[config.mk]
export PLATFORM = sky130hd
export DESIGN_NAME = fetch_unit
export DESIGN_NICKNAME = d
export VERILOG_FILES = /design/src/rtl/fetch_pkg.sv /design/src/rtl/fetch_fifo.sv /design/src/rtl/fetch_unit.sv
export SDC_FILE = /design/constraint.sdc
export NUM_CORES = 1
export LEC_CHECK = 0
export ABC_CLOCK_PERIOD_IN_PS = 8200
export CAP_MARGIN = 20
export CORE_UTILIZATION = 30
export DETAILED_ROUTE_END_ITERATION = 7
export GPL_ROUTABILITY_DRIVEN = 0
export GPL_TIMING_DRIVEN = 1
export HOLD_SLACK_MARGIN = 0.15
export PLACE_DENSITY = 0.52
export SLEW_MARGIN = 20
export SYNTH_ARGS = -nofsm -noshare
export SYNTH_HDL_FRONTEND = slang
export SYNTH_SLANG_ARGS = --single-unit
[constraint.sdc]
create_clock -name clk_pi -period 8.2 [get_ports clk_pi]
set_input_delay 1.23 -clock clk_pi [delete_from_list [all_inputs] [get_ports clk_pi]]
set_output_delay 1.23 -clock clk_pi [all_outputs]
set_load 0.05 [all_outputs]
[src/rtl/fetch_pkg.sv]
// rtl/fetch_pkg.sv - shared widths, reset PC, state and buffer entry types for the fetch stage
package fetch_pkg;

    localparam int                          DEFAULT_PC_WIDTH    = 16;
    localparam int                          DEFAULT_INSTR_WIDTH = 16;
    localparam logic [DEFAULT_PC_WIDTH-1:0] DEFAULT_RESET_PC    = 16'h0000;

    typedef enum logic {
        RUN    = 1'b0,
        HALTED = 1'b1
    } fetch_state_e;

    typedef struct packed {
        logic [DEFAULT_PC_WIDTH-1:0]    pc;
        logic [DEFAULT_INSTR_WIDTH-1:0] instr;
    } fetch_entry_t;

endpackage

[src/rtl/fetch_fifo.sv]
// rtl/fetch_fifo.sv - synchronous fetch buffer with push, pop, flush, count and head output
module fetch_fifo #(
    parameter int WIDTH = 32,
    parameter int DEPTH = 2
) (
    input  logic                   clk_i,
    input  logic                   reset_i,
    input  logic                   push_i,
    input  logic [WIDTH-1:0]       push_data_i,
    input  logic                   pop_i,
    input  logic                   flush_i,
    output logic [$clog2(DEPTH):0] count_o,
    output logic [WIDTH-1:0]       head_o
);

    localparam int AW = $clog2(DEPTH);

    logic [WIDTH-1:0] mem_q [DEPTH];
    logic [WIDTH-1:0] mem_d [DEPTH];
    logic [AW-1:0]    wr_ptr_q, wr_ptr_d;
    logic [AW-1:0]    rd_ptr_q, rd_ptr_d;
    logic [AW:0]      count_q, count_d;

    always_comb begin
        mem_d    = mem_q;
        wr_ptr_d = wr_ptr_q;
        rd_ptr_d = rd_ptr_q;
        count_d  = count_q;
        if (flush_i) begin
            wr_ptr_d = '0;
            rd_ptr_d = '0;
            count_d  = '0;
        end else begin
            // Depth is a power of two, so pointers wrap by natural overflow.
            if (push_i) begin
                mem_d[wr_ptr_q] = push_data_i;
                wr_ptr_d        = wr_ptr_q + AW'(1);
            end
            if (pop_i) begin
                rd_ptr_d = rd_ptr_q + AW'(1);
            end
            count_d = count_q + (AW+1)'(push_i) - (AW+1)'(pop_i);
        end
    end

    always_ff @(posedge clk_i) begin
        if (reset_i) begin
            mem_q    <= '{default: '0};
            wr_ptr_q <= '0;
            rd_ptr_q <= '0;
            count_q  <= '0;
        end else begin
            mem_q    <= mem_d;
            wr_ptr_q <= wr_ptr_d;
            rd_ptr_q <= rd_ptr_d;
            count_q  <= count_d;
        end
    end

    assign count_o = count_q;
    assign head_o  = mem_q[rd_ptr_q];

endmodule

[src/rtl/fetch_unit.sv]
// rtl/fetch_unit.sv - instruction fetch stage; FETCH_PERF_CNT_EN adds fetched/flush counters
module fetch_unit
    import fetch_pkg::*;
#(
    parameter int                  PC_WIDTH    = DEFAULT_PC_WIDTH,
    parameter int                  INSTR_WIDTH = DEFAULT_INSTR_WIDTH,
    parameter int                  FIFO_DEPTH  = 2,
    parameter logic [PC_WIDTH-1:0] RESET_PC    = PC_WIDTH'(DEFAULT_RESET_PC)
) (
    input  logic                   clk_pi,
    input  logic                   reset_pi,
    output logic                   imem_req_po,
    output logic [PC_WIDTH-1:0]    imem_addr_po,
    input  logic                   imem_rvalid_pi,
    input  logic [INSTR_WIDTH-1:0] imem_rdata_pi,
    output logic                   instr_valid_po,
    output logic [INSTR_WIDTH-1:0] instruction_po,
    output logic [PC_WIDTH-1:0]    instr_pc_po,
    input  logic                   instr_ready_pi,
    input  logic                   redirect_pi,
    input  logic [PC_WIDTH-1:0]    redirect_pc_pi,
    input  logic                   rst_cmd_pi,
    input  logic                   halt_pi,
    output logic                   halted_po
`ifdef FETCH_PERF_CNT_EN
    ,
    output logic [15:0]            fetched_cnt_po,
    output logic [15:0]            flush_cnt_po
`endif
);

    localparam int CNT_W = $clog2(FIFO_DEPTH) + 1;
    localparam int ENT_W = PC_WIDTH + INSTR_WIDTH;

    fetch_state_e        state_q, state_d;
    logic [PC_WIDTH-1:0] pc_q, pc_d;
    logic [PC_WIDTH-1:0] req_pc_q, req_pc_d;
    logic                outstanding_q, outstanding_d;
    logic                drop_q, drop_d;

    logic                issue, fifo_push, fifo_pop, fifo_flush;
    logic                accept, resp_push, can_issue, in_flight_lost;
    logic [CNT_W-1:0]    fifo_count;
    logic [CNT_W:0]      occupancy_next;
    logic [ENT_W-1:0]    fifo_head;

    assign accept         = instr_valid_po & instr_ready_pi;
    assign resp_push      = imem_rvalid_pi & ~drop_q;
    assign occupancy_next = {1'b0, fifo_count} + (CNT_W+1)'(resp_push) - (CNT_W+1)'(accept);
    assign can_issue      = (~outstanding_q | imem_rvalid_pi) &&
                            (occupancy_next < (CNT_W+1)'(FIFO_DEPTH));
    // A flush while a request is in flight must swallow its late response.
    assign in_flight_lost = outstanding_q & ~imem_rvalid_pi;

    always_comb begin
        state_d       = state_q;
        pc_d          = pc_q;
        req_pc_d      = req_pc_q;
        outstanding_d = outstanding_q;
        drop_d        = drop_q;
        issue         = 1'b0;
        fifo_push     = 1'b0;
        fifo_pop      = 1'b0;
        fifo_flush    = 1'b0;
        if (imem_rvalid_pi) begin
            outstanding_d = 1'b0;
            drop_d        = 1'b0;
        end
        if (reset_pi) begin
            fifo_flush = 1'b1;
        end else if (rst_cmd_pi) begin
            fifo_flush = 1'b1;
            pc_d       = RESET_PC;
            state_d    = RUN;
            if (in_flight_lost) drop_d = 1'b1;
        end else if (state_q == RUN) begin
            if (halt_pi) begin
                fifo_flush = 1'b1;
                state_d    = HALTED;
                if (in_flight_lost) drop_d = 1'b1;
            end else if (redirect_pi) begin
                fifo_flush = 1'b1;
                pc_d       = redirect_pc_pi;
                if (in_flight_lost) drop_d = 1'b1;
            end else begin
                fifo_push = resp_push;
                fifo_pop  = accept;
                if (can_issue) begin
                    issue         = 1'b1;
                    req_pc_d      = pc_q;
                    pc_d          = pc_q + PC_WIDTH'(1);
                    outstanding_d = 1'b1;
                end
            end
        end
    end

    always_ff @(posedge clk_pi) begin
        if (reset_pi) begin
            state_q       <= RUN;
            pc_q          <= RESET_PC;
            req_pc_q      <= RESET_PC;
            outstanding_q <= 1'b0;
            drop_q        <= 1'b0;
        end else begin
            state_q       <= state_d;
            pc_q          <= pc_d;
            req_pc_q      <= req_pc_d;
            outstanding_q <= outstanding_d;
            drop_q        <= drop_d;
        end
    end

    fetch_fifo #(
        .WIDTH (ENT_W),
        .DEPTH (FIFO_DEPTH)
    ) u_fifo (
        .clk_i       (clk_pi),
        .reset_i     (reset_pi),
        .push_i      (fifo_push),
        .push_data_i ({req_pc_q, imem_rdata_pi}),
        .pop_i       (fifo_pop),
        .flush_i     (fifo_flush),
        .count_o     (fifo_count),
        .head_o      (fifo_head)
    );

    assign imem_req_po    = issue;
    assign imem_addr_po   = pc_q;
    assign instr_valid_po = (fifo_count != '0);
    assign instruction_po = fifo_head[INSTR_WIDTH-1:0];
    assign instr_pc_po    = fifo_head[ENT_W-1:INSTR_WIDTH];
    assign halted_po      = (state_q == HALTED);

`ifdef FETCH_PERF_CNT_EN
    logic [15:0] fetched_cnt_q, fetched_cnt_d;
    logic [15:0] flush_cnt_q, flush_cnt_d;
    logic        flush_discard;

    // Only flushes that actually throw work away are counted.
    assign flush_discard = fifo_flush & ~reset_pi &
                           ((fifo_count != '0) | (outstanding_q & ~drop_q));

    always_comb begin
        fetched_cnt_d = fetched_cnt_q;
        flush_cnt_d   = flush_cnt_q;
        if (fifo_pop && fetched_cnt_q != 16'hFFFF) fetched_cnt_d = fetched_cnt_q + 16'd1;
        if (flush_discard && flush_cnt_q != 16'hFFFF) flush_cnt_d = flush_cnt_q + 16'd1;
    end

    always_ff @(posedge clk_pi) begin
        if (reset_pi) begin
            fetched_cnt_q <= '0;
            flush_cnt_q   <= '0;
        end else begin
            fetched_cnt_q <= fetched_cnt_d;
            flush_cnt_q   <= flush_cnt_d;
        end
    end

    assign fetched_cnt_po = fetched_cnt_q;
    assign flush_cnt_po   = flush_cnt_q;
`endif

endmodule

# After elaboration in Yosys (flattened, before gate mapping)
# Cells that the tools add are included.
[word_totals]
wordCells = 87
input_bits = 39
out_inout_bits = 51
regBits = 103
[op_classes]
order_cmp = 4
n_addsub = 7
bitwise = 14
reduce_logical = 9
mux = 43
[op_table]
columns = ["op", "n"]
rows = [
  ["$mux 32", 4],
  ["$bwmux 64", 1],
  ["$mux 1", 35],
  ["$demux 32 s1", 1],
  ["$mux 16", 2],
  ["$add 16x1->16 const B", 1],
  ["$not 1->1", 8],
  ["$reduce_and 5->1", 1],
  ["$ge 2x2->1 const B", 2],
  ["$not 1->2", 2],
  ["$reduce_bool 2->1", 2],
  ["$reduce_or 2->1", 2],
  ["$add 2x1->3", 1],
  ["$and 1x1->1", 3],
  ["$lt 3x2->1 const B", 1],
  ["$reduce_and 3->1", 1],
  ["$sub 3x1->3", 1],
  ["$add 1x1->1 const B", 2],
  ["$add 2x1->2", 1],
  ["$logic_and 1x1->1", 2],
  ["$lt 2x1->1 const B", 1],
  ["$reduce_and 2->1", 1],
  ["$sub 2x1->2", 1],
  ["$or 1x1->1", 1],
]

# Longest topological paths before layout
[depth]
word_depth = 12
mapped_depth = 12
ltp_nobuf = 10

# Cells and area by module
# Synthesis repeated with hierarchy kept, for this count alone.
[unflattened]
hier_cells = 512
hier_area_um2 = 5092.4
[by_module_without_submodules]
columns = ["mod", "instances", "seq_area_each_um2", "area_per_inst_um2", "cells_each"]
rows = [
  ["fetch_fifo", 1, 1361.3, 3244.4, 298],
  ["fetch_unit", 1, 700.7, 1848.0, 214],
]

# Worst setup path before layout
# Ideal clock, no wire load.
[synth_timing]
path_kind = "input to output"
startpoint = "in instr_ready_pi"
endpoint = "out imem_req_po"
n_path_buf = 0
path_slack_ps = 3628
arrival_ps = 3342
t_required_ps = 6970
cell_stages = 7
path_cell_list = "and2_1 ha_1 or2_2 fa_1 xnor2_1 nand3_1 nor2_1"
[synth_between]
elab_chain_len = 10
[synth_rtl]
columns = ["element", "line", "rtl"]
rows = [
  ["start, declared", "fetch_unit.sv:19", "input logic instr_ready_pi,"],
  ["$and 1x1->1", "fetch_unit.sv:47", "assign accept = instr_valid_po & instr_ready_pi;"],
  ["$sub 3x1->3", "fetch_unit.sv:49", "assign occupancy_next = {1'b0, fifo_count} + (CNT_W+1)'(resp_push) - (CNT_W+1)'(accept);"],
  ["$lt 3x2->1", "fetch_unit.sv:51", "(occupancy_next < (CNT_W+1)'(FIFO_DEPTH));"],
  ["$logic_and 1x1->1", "fetch_unit.sv:50", "assign can_issue = (~outstanding_q | imem_rvalid_pi) &&"],
  ["$mux 1", "fetch_unit.sv:88", "if (can_issue) begin"],
  ["$mux 1", "fetch_unit.sv:81", "end else if (redirect_pi) begin"],
  ["$mux 1", "fetch_unit.sv:77", "if (halt_pi) begin"],
  ["$mux 1", "fetch_unit.sv:76", "end else if (state_q == RUN) begin"],
  ["$mux 1", "fetch_unit.sv:71", "end else if (rst_cmd_pi) begin"],
  ["$mux 1", "fetch_unit.sv:69", "if (reset_pi) begin"],
  ["end, declared", "fetch_unit.sv:12", "output logic imem_req_po,"],
]
# Every way passes these cells.

# Final worst setup path
# Same ends and word-level chain as after synthesis.

==> out/qor.csv <==
stage,metric,value,unit
final_layout,finalCoreUtilization,38.76,%
clocking,cts_htree_levels,3,
grt,grt_pass1_wl,20420,um
hold_path,worst_hold_path_type,reg2reg,
place,port-buffer-count,89,
grt,met1_usage,20.73,%
sta,setup_violations,0,
logic_synthesis,syn_avg_cell_area,8.123,sq um
power_and_ir_drop,powerDensity,167.8,mW/mm^2
critical_path,arrival,4.15,ns
clocking,clock_latency,0.35,ns
logic_synthesis,synth_fa_ha_area_share,1.500,%
grt,grt.overflow.total,0,
critical_path,reg2reg_depth,11,
flow_run,drv_cap,0,
grt,grt_max_degree,86,
die,die_x,126.8,um
grt,grtUsageTotal,15.92,%
final_layout,fillers,1532,
grt,grt_pass1_vias,4028,
drt,drc_errors,0,
critical_path,setup.worst_path.end,imem_req_po,
logic_synthesis,netlist_area,0.004671,sq mm
power_and_ir_drop,ir_drop,0.00009610,V
logic_synthesis,syn_inst,575,
logic_synthesis,synth_edf_count,0,
grt,gr-max-usage-layer,met2,
logic_synthesis,synth_cell_types,53,
logic_synthesis,synth_compound_area_share,17.36,%
logic_synthesis,ys_ff_latch,103,
grt,use_met2,25.80,%
critical_path,cp.required,6.97,ns
logic_synthesis,syn-num-nets,619,
drt,avgRoutedWirePerCell,15.25,um
die,row_count,45,
critical_path,r2r_slack,4.24,ns
hold_path,holdPathStages,2,
clocking,post_cts_buffers,0,
drt,antenna_left,0,
sta,max_slew_margin,38.25,%
clocking,cts_buffers,9,
critical_path,r2r-start,u_fifo.count_o[1],
critical_path,critPathKind,in2out,
sta,slew_viol_final,0,
clocking,max-clock-path-buffers,2,
sta,grt_setup_unrepaired,false,
sta,fin_crit,5.375,ns
critical_path,start_kind,input port,
logic_synthesis,synthFlopType,dfxtp_1,
final_layout,multi_input_area,0.002370,sq mm
critical_path,critPathCaptureType,output port,
power_and_ir_drop,leakage,1.970,nW
clocking,clk_pin_slew,0.07,ns
grt,met3_usage,4.724,%
place,dp_hpwl,7975,um
die,initial_core_util,30.72,%
sta,fmaxAchievable,186.0,MHz
drt,via_per_inst,5.027,
die,fp.coreArea,0.01520,sq mm
critical_path,cpPeakStageDelay,0.82,ns
drt,wl,12620,um
critical_path,path_cells,"clkdlybuf4s50_1, and2_1, ha_1, or2_2, fa_1, xnor2_1, nand3_1, nor2_1, clkdlybuf4s50_1",
die,dieArea,0.01607,sq mm
critical_path,cp_max_fo,6,
logic_synthesis,synth_top_family_by_area,simple AND/OR/NAND/NOR gates,
clocking,cts_resized,0,
critical_path,critical_path.reg2reg.endpoint,imem_addr_po[9],
sta,hold_violations,0,
clocking,ctsHoldBuffers,0,
drt,num_vias,4162,
logic_synthesis,synth_warnings,0,
final_layout,finalNonFillerCells,828,
die,die_h,126.8,um
sta,fin_crit_sh,65.55,%
drt,drt-initial-drc-count,235,
logic_synthesis,synthXorXnorAreaFrac,0.7501,%
sta,fin_skew,0.006382,ns
sta,hold_ws,0.4525,ns
clocking,cts.sink_count,103,
final_layout,nets,680,
logic_synthesis,synth-simple-area-share,22.77,%
place,place_inst,813,
logic_synthesis,ys_async_sr_fraction,0,%
drt,first_pass_iters,4,
final_layout,diodes,0,
critical_path,crit_start,instr_ready_pi,
final_layout,area_growth,26.15,%
sta,worstMarginPinSlew,0.9262,ns
sta,setup-tns-final,0,ns
logic_synthesis,seq_area_frac_synth,44.15,%
die,io_pins,90,
critical_path,crit_slowest_cell,clkdlybuf4s50_1,
clocking,clockRootBuffer,clkbuf_16,
final_layout,layout-drive-gt1-share,12.97,%
grt,antenna_found_initial,0,
clocking,cts_tree,done,
final_layout,seqCellArea,0.002063,sq mm
logic_synthesis,muxShareOfSynthArea,8.358,%
status,status,completed,
critical_path,cp_common_cell,clkdlybuf4s50_1,
[synthesized netlist by cell type (all sizes together), types with 2 or more instances]
library cell | number | area (sq um)
dfxtp | 103 | 2062
o21ai | 11 | 55.05
a21oi | 100 | 538.0
nor3 | 2 | 10.01
nor2 | 22 | 87.58
nand2 | 162 | 630.6
xnor2 | 3 | 26.28
a211oi | 2 | 15.01
or2 | 5 | 31.28
and3 | 4 | 25.02
nand2b | 4 | 25.02
clkbuf | 32 | 120.1
o21a | 2 | 15.01
buf | 13 | 98.83
a21o | 2 | 15.01
inv | 4 | 15.01
mux2i | 3 | 30.03
and2 | 3 | 21.27
a22o | 2 | 17.52
ha | 4 | 50.05
and4 | 4 | 35.03
mux2 | 32 | 360.4
or3 | 2 | 22.52
nand3 | 23 | 115.1
a41oi | 2 | 17.52
a31oi | 3 | 18.77
nand4 | 4 | 25.02
o31ai | 4 | 30.03
nor2b | 2 | 12.51
[cell usage in the layout, fill, tap and decap left out, drive strengths merged, types with 2 or more instances in the layout]
| cell | Yosys | layout |
|---|---|---|
| a211oi | 2 | 2 |
| a21o | 2 | 2 |
| a21oi | 100 | 100 |
| a22o | 2 | 2 |
| a31oi | 3 | 3 |
| a41oi | 2 | 2 |
| and2 | 3 | 3 |
| and3 | 4 | 4 |
| and4 | 4 | 4 |
| buf | 13 | 7 |
| clkbuf | 32 | 11 |
| clkdlybuf4s50 | 0 | 88 |
| clkinv | 1 | 3 |
| dfxtp | 103 | 103 |
| ha | 4 | 4 |
| inv | 4 | 5 |
| mux2 | 32 | 32 |
| mux2i | 3 | 3 |
| nand2 | 162 | 162 |
| nand2b | 4 | 4 |
| nand3 | 23 | 23 |
| nand4 | 4 | 4 |
| nor2 | 22 | 22 |
| nor2b | 2 | 2 |
| nor3 | 2 | 2 |
| o21a | 2 | 2 |
| o21ai | 11 | 11 |
| o31ai | 4 | 4 |
| or2 | 5 | 5 |
| or3 | 2 | 2 |
| xnor2 | 3 | 3 |
[power breakdown]
| part | internal (mW) | switching (mW) |
|---|---|---|
| logic | 0.0328 | 0.0458 |
| registers | 0.504 | 0.00588 |
| clock network | 0.214 | 0.186 |
| total | 0.750 | 0.238 |
[metrics by stage]
stage	area [sq um]	power, mW	setup slack, ns
after floorplan	4671	0.5638	3.628
after global placement	5619	0.5990	2.860
after detailed placement	5619	0.5996	2.806
after CTS	5892	1.001	2.796
after global routing	5892	1.029	2.639
final	5892	0.9885	2.825
[routing by layer]
layer  up-vias  share of wire [%]
met4         0               0.75
met5         -                  0
met1      1946                 48
met3         5                6.1
met2       129                 45
li1       2082                  -
[worst min-delay path by stage]
stage                  endpoint  slack (ns)              from
2_1_floorplan   u_fifo.mem_q[0]        0.43   u_fifo.mem_q[0]
3_3_place_gp   u_fifo.mem_q[23]        0.44  u_fifo.mem_q[23]
3_5_place_dp   u_fifo.mem_q[63]        0.44  u_fifo.mem_q[63]
4_1_cts        u_fifo.mem_q[63]        0.45  u_fifo.mem_q[63]
5_1_grt        u_fifo.mem_q[32]        0.47  u_fifo.mem_q[32]
6_report       u_fifo.mem_q[54]        0.45  u_fifo.mem_q[54]
[registers in the layout (all words and copies together), names as in the netlist]
| register | flops |
|---|---|
| u_fifo.count_o | 2 |
| outstanding_q | 1 |
| u_fifo.mem_q | 64 |
| drop_q | 1 |
| u_fifo.wr_ptr_q | 1 |
| halted_po | 1 |
| imem_addr_po | 16 |
| u_fifo.rd_ptr_q | 1 |
| req_pc_q | 16 |
[layout make-up]
type	instances	area share [%]
sequential	103	35.02
inverter	5	0.3398
tap	188	3.992
multi-input combinational	422	40.22
timing repair buffer	95	15.80
clock inverter	4	0.5097
clock buffer	11	4.120
[critical path, delay by kind of cell]
kind	cells	cell delay (ns)
simple gates	4	0.84
fa+ha+maj	2	0.64
buf+inv	2	1.21
xor+xnor	1	0.22
[logic make-up after synthesis]
kind of cell | count (synthesis)
AO/OA/AOI/OAI | 138
XOR/XNOR | 4
adder cells (fa/ha/maj) | 5
buffers and inverters | 50
flip-flops | 103
multiplexers | 35
AND/OR/NAND/NOR | 240
Power figures use the tool's default switching activity.
